**src/rtl/alu181_pkg.sv**
```systemverilog
// Shared constants and types for the 74181-style ALU slice.
package alu181_pkg;

  // Function selects that are commonly used by callers
  localparam logic [3:0] ALU_S_ADD  = 4'd9;   // arithmetic: A plus B
  localparam logic [3:0] ALU_S_SUB  = 4'd6;   // arithmetic: A minus B minus 1 (plus 1 with carry in)
  localparam logic [3:0] ALU_S_XOR  = 4'd6;   // logic: A xor B
  localparam logic [3:0] ALU_S_ONES = 4'd12;  // logic: constant 1111

  // Mode select values
  localparam logic MODE_LOGIC = 1'b1;
  localparam logic MODE_ARITH = 1'b0;

  // Output bundle of one slice
  typedef struct packed {
    logic [3:0] f;
    logic       x;     // group propagate, active-low
    logic       y;     // group generate, active-low
    logic       cn4b;  // carry out, active-low
    logic       aeb;   // F is all ones
  } alu_out_t;

endpackage

```
**src/rtl/alu181_core.sv**
```systemverilog
// Combinational 74181 datapath: per-bit u/v terms, 4-bit sum with carry,
// group propagate/generate and the A=B flag.
module alu181_core
  import alu181_pkg::*;
(
  input  logic [3:0] s_i,
  input  logic [3:0] a_i,
  input  logic [3:0] b_i,
  input  logic       m_i,
  input  logic       cnb_i,
  output alu_out_t   out_o
);

  logic [3:0] u;
  logic [3:0] v;
  logic [4:0] sum;
  logic [3:0] f_int;

  // u is the per-bit propagate-like term, v the per-bit generate-like term;
  // v can only be set where u is set, so u + v never double counts.
  for (genvar gi = 0; gi < 4; gi++) begin : g_bit
    assign u[gi] = a_i[gi] | (b_i[gi] & s_i[0]) | (~b_i[gi] & s_i[1]);
    assign v[gi] = (a_i[gi] & ~b_i[gi] & s_i[2]) | (a_i[gi] & b_i[gi] & s_i[3]);
  end

  assign sum   = {1'b0, u} + {1'b0, v} + {4'b0000, ~cnb_i};
  assign f_int = (m_i == MODE_LOGIC) ? ~(u ^ v) : sum[3:0];

  // Assemble the output bundle; carry out is produced in both modes
  always_comb begin
    out_o      = '0;
    out_o.f    = f_int;
    out_o.cn4b = ~sum[4];
    out_o.x    = ~(&u);
    out_o.y    = ~(v[3] | (u[3] & v[2]) | (u[3] & u[2] & v[1]) | (u[3] & u[2] & u[1] & v[0]));
    out_o.aeb  = &f_int;
  end

endmodule

```
**src/rtl/circuit_74181b.sv**
```systemverilog
// 74181 ALU slice top level. Define CIRCUIT_74181B_OUTREG_EN to register all
// outputs (one cycle latency, async active-low reset); otherwise the outputs
// are purely combinational and clk/rst_n are not used.
module circuit_74181b
  import alu181_pkg::*;
(
  input  logic       clk,
  input  logic       rst_n,
  input  logic [3:0] S,
  input  logic [3:0] A,
  input  logic [3:0] B,
  input  logic       M,
  input  logic       CNb,
  output logic [3:0] F,
  output logic       X,
  output logic       Y,
  output logic       CN4b,
  output logic       AEB
);

  alu_out_t out_d;

  alu181_core u_core (
    .s_i   (S),
    .a_i   (A),
    .b_i   (B),
    .m_i   (M),
    .cnb_i (CNb),
    .out_o (out_d)
  );

`ifdef CIRCUIT_74181B_OUTREG_EN
  localparam alu_out_t RESET_OUT = '{f: 4'b0000, x: 1'b1, y: 1'b1, cn4b: 1'b1, aeb: 1'b0};

  alu_out_t out_q;

  // All outputs captured together from one sampled input set; AEB comes from
  // the same next value as F so it never lags.
  always_ff @(posedge clk or negedge rst_n) begin
    if (!rst_n) out_q <= RESET_OUT;
    else        out_q <= out_d;
  end

  assign F    = out_q.f;
  assign X    = out_q.x;
  assign Y    = out_q.y;
  assign CN4b = out_q.cn4b;
  assign AEB  = out_q.aeb;
`else
  // Clock and reset have no function in the combinational build
  logic unused_clk_rst;
  assign unused_clk_rst = clk ^ rst_n;

  assign F    = out_d.f;
  assign X    = out_d.x;
  assign Y    = out_d.y;
  assign CN4b = out_d.cn4b;
  assign AEB  = out_d.aeb;
`endif

endmodule

```
**config.mk**
```make
export PLATFORM = sky130hd
export DESIGN_NAME = circuit_74181b
export DESIGN_NICKNAME = d
export VERILOG_FILES = /design/src/rtl/alu181_pkg.sv /design/src/rtl/alu181_core.sv /design/src/rtl/circuit_74181b.sv
export SDC_FILE = /design/constraint.sdc
export NUM_CORES = 1
export LEC_CHECK = 0
export CAP_MARGIN = 20
export CORE_AREA = 2 2 39 41
export DETAILED_ROUTE_END_ITERATION = 6
export DIE_AREA = 0 0 41 43
export PLACE_DENSITY = 0.78
export SLEW_MARGIN = 0
export SYNTH_ARGS = -nofsm -noshare
export SYNTH_HDL_FRONTEND = slang
export SYNTH_SLANG_ARGS = --single-unit
```
**constraint.sdc**
```tcl
create_clock -name vclk -period 6.36
set_input_delay 1.272 -clock vclk [all_inputs]
set_output_delay 1.272 -clock vclk [all_outputs]
set_load 0.03 [all_outputs]
```
; After elaboration in Yosys (flattened, before gate mapping)
; Index checks and enable logic that the tools add are counted.
[word_totals]
ff_bits = 0
in_bits = 16
[classes]
addsub = 2
mux = 1
bitwise_logic = 54
reduce_logical = 2
[op_table]
columns = cell, count
row1 = 1-bit AND, 29
row2 = 1-bit OR, 15
row3 = 1-bit NOT, 8
row4 = 4-bit AND reduction, 2
row5 = 4-bit by 4-bit adder with 5-bit output, 1
row6 = 5-bit by 1-bit adder with 5-bit output, 1
row7 = 4-bit 2-to-1 mux, 1
row8 = 4-bit NOT, 1
row9 = 4-bit XOR, 1

; Longest topological paths before layout
[depth]
depth_word = 9
ltp_mapped = 8
depth_no_buf = 8

; Worst setup path before layout
; OpenSTA, ideal clock, no wires.
[synth_path]
path_type = input to output
start = input B[0]
end = output AEB
arrival_ns = 3.841
path_slack_ns = 1.247
stages = 8
n_path_buf = 0
path_cell_list = mux2_4 > nand2_4 > fa_1 > fa_1 > nor2b_1 > xnor2_1 > nand3_1 > nor3_1
[synth_via]
elab_chain_cells = 8
word_cells_on_any_way = 16
classes_between = add/sub: 2 / mux: 1 / bitwise: 12 / reduce/logical: 1
[synth_rtl]
columns = item, line_no
row1 = start: declaration, circuit_74181b.sv:11  ; input logic [3:0] B,
row2 = 1-bit NOT, "alu181_core.sv:22, alu181_core.sv:23"
row3 = 1-bit AND (2 in a row), alu181_core.sv:23  ; assign v[gi] = (a_i[gi] & ~b_i[gi] & s_i[2]) | (a_i[gi] & b_i[gi] & s_i[3]);
row4 = 1-bit OR, alu181_core.sv:23
row5 = 4-bit by 4-bit adder with 5-bit output *, alu181_core.sv:26  ; assign sum = {1'b0, u} + {1'b0, v} + {4'b0000, ~cnb_i};
row6 = 5-bit by 1-bit adder with 5-bit output *, alu181_core.sv:26
row7 = 4-bit 2-to-1 mux *, alu181_core.sv:27  ; assign f_int = (m_i == MODE_LOGIC) ? ~(u ^ v) : sum[3:0];
row8 = named net F[2], circuit_74181b.sv:14  ; output logic [3:0] F,
row9 = 4-bit AND reduction *, alu181_core.sv:36  ; out_o.aeb = &f_int;
row10 = end: declaration, circuit_74181b.sv:18  ; output logic AEB
; The timed path passes the listed nets; every way through them passes the cells marked *.

; Worst setup path after layout
[layout_path]
start = input S[3]
end = output AEB
[layout_via]
elab_chain_cells = 6
word_cells_on_any_way = 14
classes_between = add/sub: 2 / mux: 1 / bitwise: 10 / reduce/logical: 1
[layout_rtl]
columns = item, line_no
row1 = start: declaration, circuit_74181b.sv:9  ; input logic [3:0] S,
row2 = 1-bit AND, alu181_core.sv:23
row3 = 1-bit OR, alu181_core.sv:23
row4 = 4-bit by 4-bit adder with 5-bit output or 4-bit XOR (tied branches), "alu181_core.sv:26, alu181_core.sv:27"
row5 = 5-bit by 1-bit adder with 5-bit output or 4-bit NOT (tied branches), "alu181_core.sv:26, alu181_core.sv:27"
row6 = 4-bit 2-to-1 mux *, alu181_core.sv:27
row7 = 4-bit AND reduction *, alu181_core.sv:36
; Every way passes the cells marked *; elsewhere a longest branch is shown, timed or not.

==> run metrics <==
status=finished, final reports clean; FFs & Latches=0; row count=14; Fill cells=152; Power Density=119.1 mW/mm^2; CP Buf/Inv Count=2; leakage power=0.2782 nW; multi-input logic area=366.6 um^2; Inst Count DP=85; initial core utilization=28.39%; worst hold margin=3796 ps; vias in the first global route=370; PostCTS Resize Cnt=0; Post-Route WL=771 um; Clock Buffer Count=0; Crit Path Max Fanout=4; post-route setup slack=977.0 ps; sequential share of the synthesized area=0%; ant diodes=0; NetSw=38.88 uW; final setup fails=0; count of buffers from port buffering=22; Horiz. Die Dim=41 um; area delta synth->final=61.15%; final setup TNS=0 ps; CP peak stage delay=690 ps; Synth Net Count=69; Slew headroom=77.35%; Slew Viols, Final=0; CP Cell Sequence=clkdlybuf4s50_1, mux2_4, nand2_4, fa_1, fa_1, nor2b_1, xnor2_1, nand3_1, nor3_1, clkdlybuf4s50_1; Hold Vio Cnt, Final=0; Pint=36.52 uW; total grt overflow=0; top cells by area, synth=ha_1 (13%), fa_1 (10%), mux2i_1 (10%); Critical Path AT=4110 ps; slowest CP cell=clkdlybuf4s50_1; Top delay family on crit path=buffers and inverters; Final ANT Viol Nets=0; mapped cell area=392.9 um^2; unrepaired setup endpoints after global routing=no; switching power share of the total=51.56%; Yosys top cell area share=12.74%; initial drt markers=2; share of cells above drive strength 1=14.49%; drt drc=0; clock period minus worst slack=5383 ps; Clk pwr share=0%; WS Path Type=input port to output pin; # hold bufs at CTS=0; Mapped Cells=47; nets=93; DIE AREA=0.001763 mm^2; Sequential Power Share=0%; Tcrit/Tclk final=84.64%; gr usage total=9.920%; vias per inst=4.671; Pre-antenna DRT Iters=2; placed wire-length estimate=746.4 um; nature of the critical path endpoint=output pin; storage element area=0 um^2; Synth cell types=23; Worst VDD drop=0.03929 mV; Slew @ Worst Pin=337.7 ps; initial antenna violation count=0; Final Wtd Congestion=0.6550; largest net degree at the start of global routing=5; Yosys top cell by area=ha_1; Startpoint Class=input port; Post-CTS Setup Bufs=0; first-pass GRT wire length=1317 um; required time of the critical path=5090 ps; fmax=185.8 MHz; Die Y=43 um; Final Non-Filler Cells=85; IO Pins=24; pre-CTS WS=947.5 ps; drt wl/cell=9.071 um; via count=397; number of max-cap violations=0; core area=0.001384 mm^2; Synthesis Warnings=0; Hold Path Class=input port to output pin; Comb pwr share=100.0%; Synth Area per Inst=8.359 um^2
==> path summary, 6_finish.rpt <==
| kind | from | endpoint | slack [ps] | cells after the start |
|---|---|---|---|---|
| worst max-delay path | S[3] | AEB | 980 | 10 |
| worst min-delay path | M | F[0] | 3800 | 3 |
==> stage by stage <==
step,power [mW],utilization (%),cell area [um^2]
floorplan,0.04489,-,392.9
CTS,0.07645,45.75,633.1
finish,0.07541,45.75,633.1
detailed placement,0.07622,45.75,633.1
global placement,0.07521,45.75,633.1
global route,0.08252,45.75,633.1
==> cell type report <==
cell class                      count  share of cell area (%)
Inverter                            7                   4.150
Tap cell                           16                   3.162
Timing Repair Buffer               22                   34.78
Multi-Input combinational cell     40                   57.91
==> worst min-delay path, cell delays in order <==
cell and delay, ps:
clkdlybuf4s50_1 490, mux2i_1 170, clkdlybuf4s50_1 590
==> cells in the mapped netlist <==
master,instances
ha_1,4
nor3_1,1
a21boi_1,1
and3b_1,1
xnor2_1,1
nor2b_2,2
nand3_1,1
a21o_1,1
a211oi_1,2
nor2b_1,6
a211oi_2,2
nor2_1,3
a21oi_1,1
fa_1,2
nand2_2,1
mux2i_1,4
inv_1,7
nand2_4,1
a221oi_2,1
mux2_4,2
o21ai_2,1
o21ai_1,1
nand4_1,1
==> placed cells by master, fill, tap and decap left out, types with 2 or more instances in the layout <==
master and count:
clkdlybuf4s50_1 22, mux2i_1 4, nor2_1 3, fa_1 2
inv_1 7, ha_1 4, a211oi_2 2, a211oi_1 2
mux2_4 2, nor2b_2 2, nor2b_1 6
==> power groups by stage <==
stage                     Clock (mW)  Combinational (mW)  Sequential (mW)
after global routing               0              0.0825                0
final                              0              0.0754                0
after CTS                          0              0.0764                0
after floorplan                    0              0.0449                0
after global placement             0              0.0752                0
after detailed placement           0              0.0762                0
==> kinds of logic (layout without fill, tap and decap cells) <==
group / count (synthesis) / count (layout) / synth area share, %
simple gates: 17 / 17 / 27.71
compound gates: 10 / 10 / 22.61
buf+inv: 7 / 29 / 6.689
fa+ha+maj: 6 / 6 / 22.93
mux: 6 / 6 / 17.84
xor+xnor: 1 / 1 / 2.230
==> layer usage <==
| layer | up-vias | track usage, % | wire [um] |
|---|---|---|---|
| met5 | - | 0 | 0 |
| met1 | 172 | 12.78 | 334 |
| met3 | 0 | 0 | 61 |
| met2 | 17 | 18.44 | 376 |
| met4 | 0 | 0 | 0 |
| li1 | 208 | - | - |
Note: power is estimated with default switching activity, not from simulation.
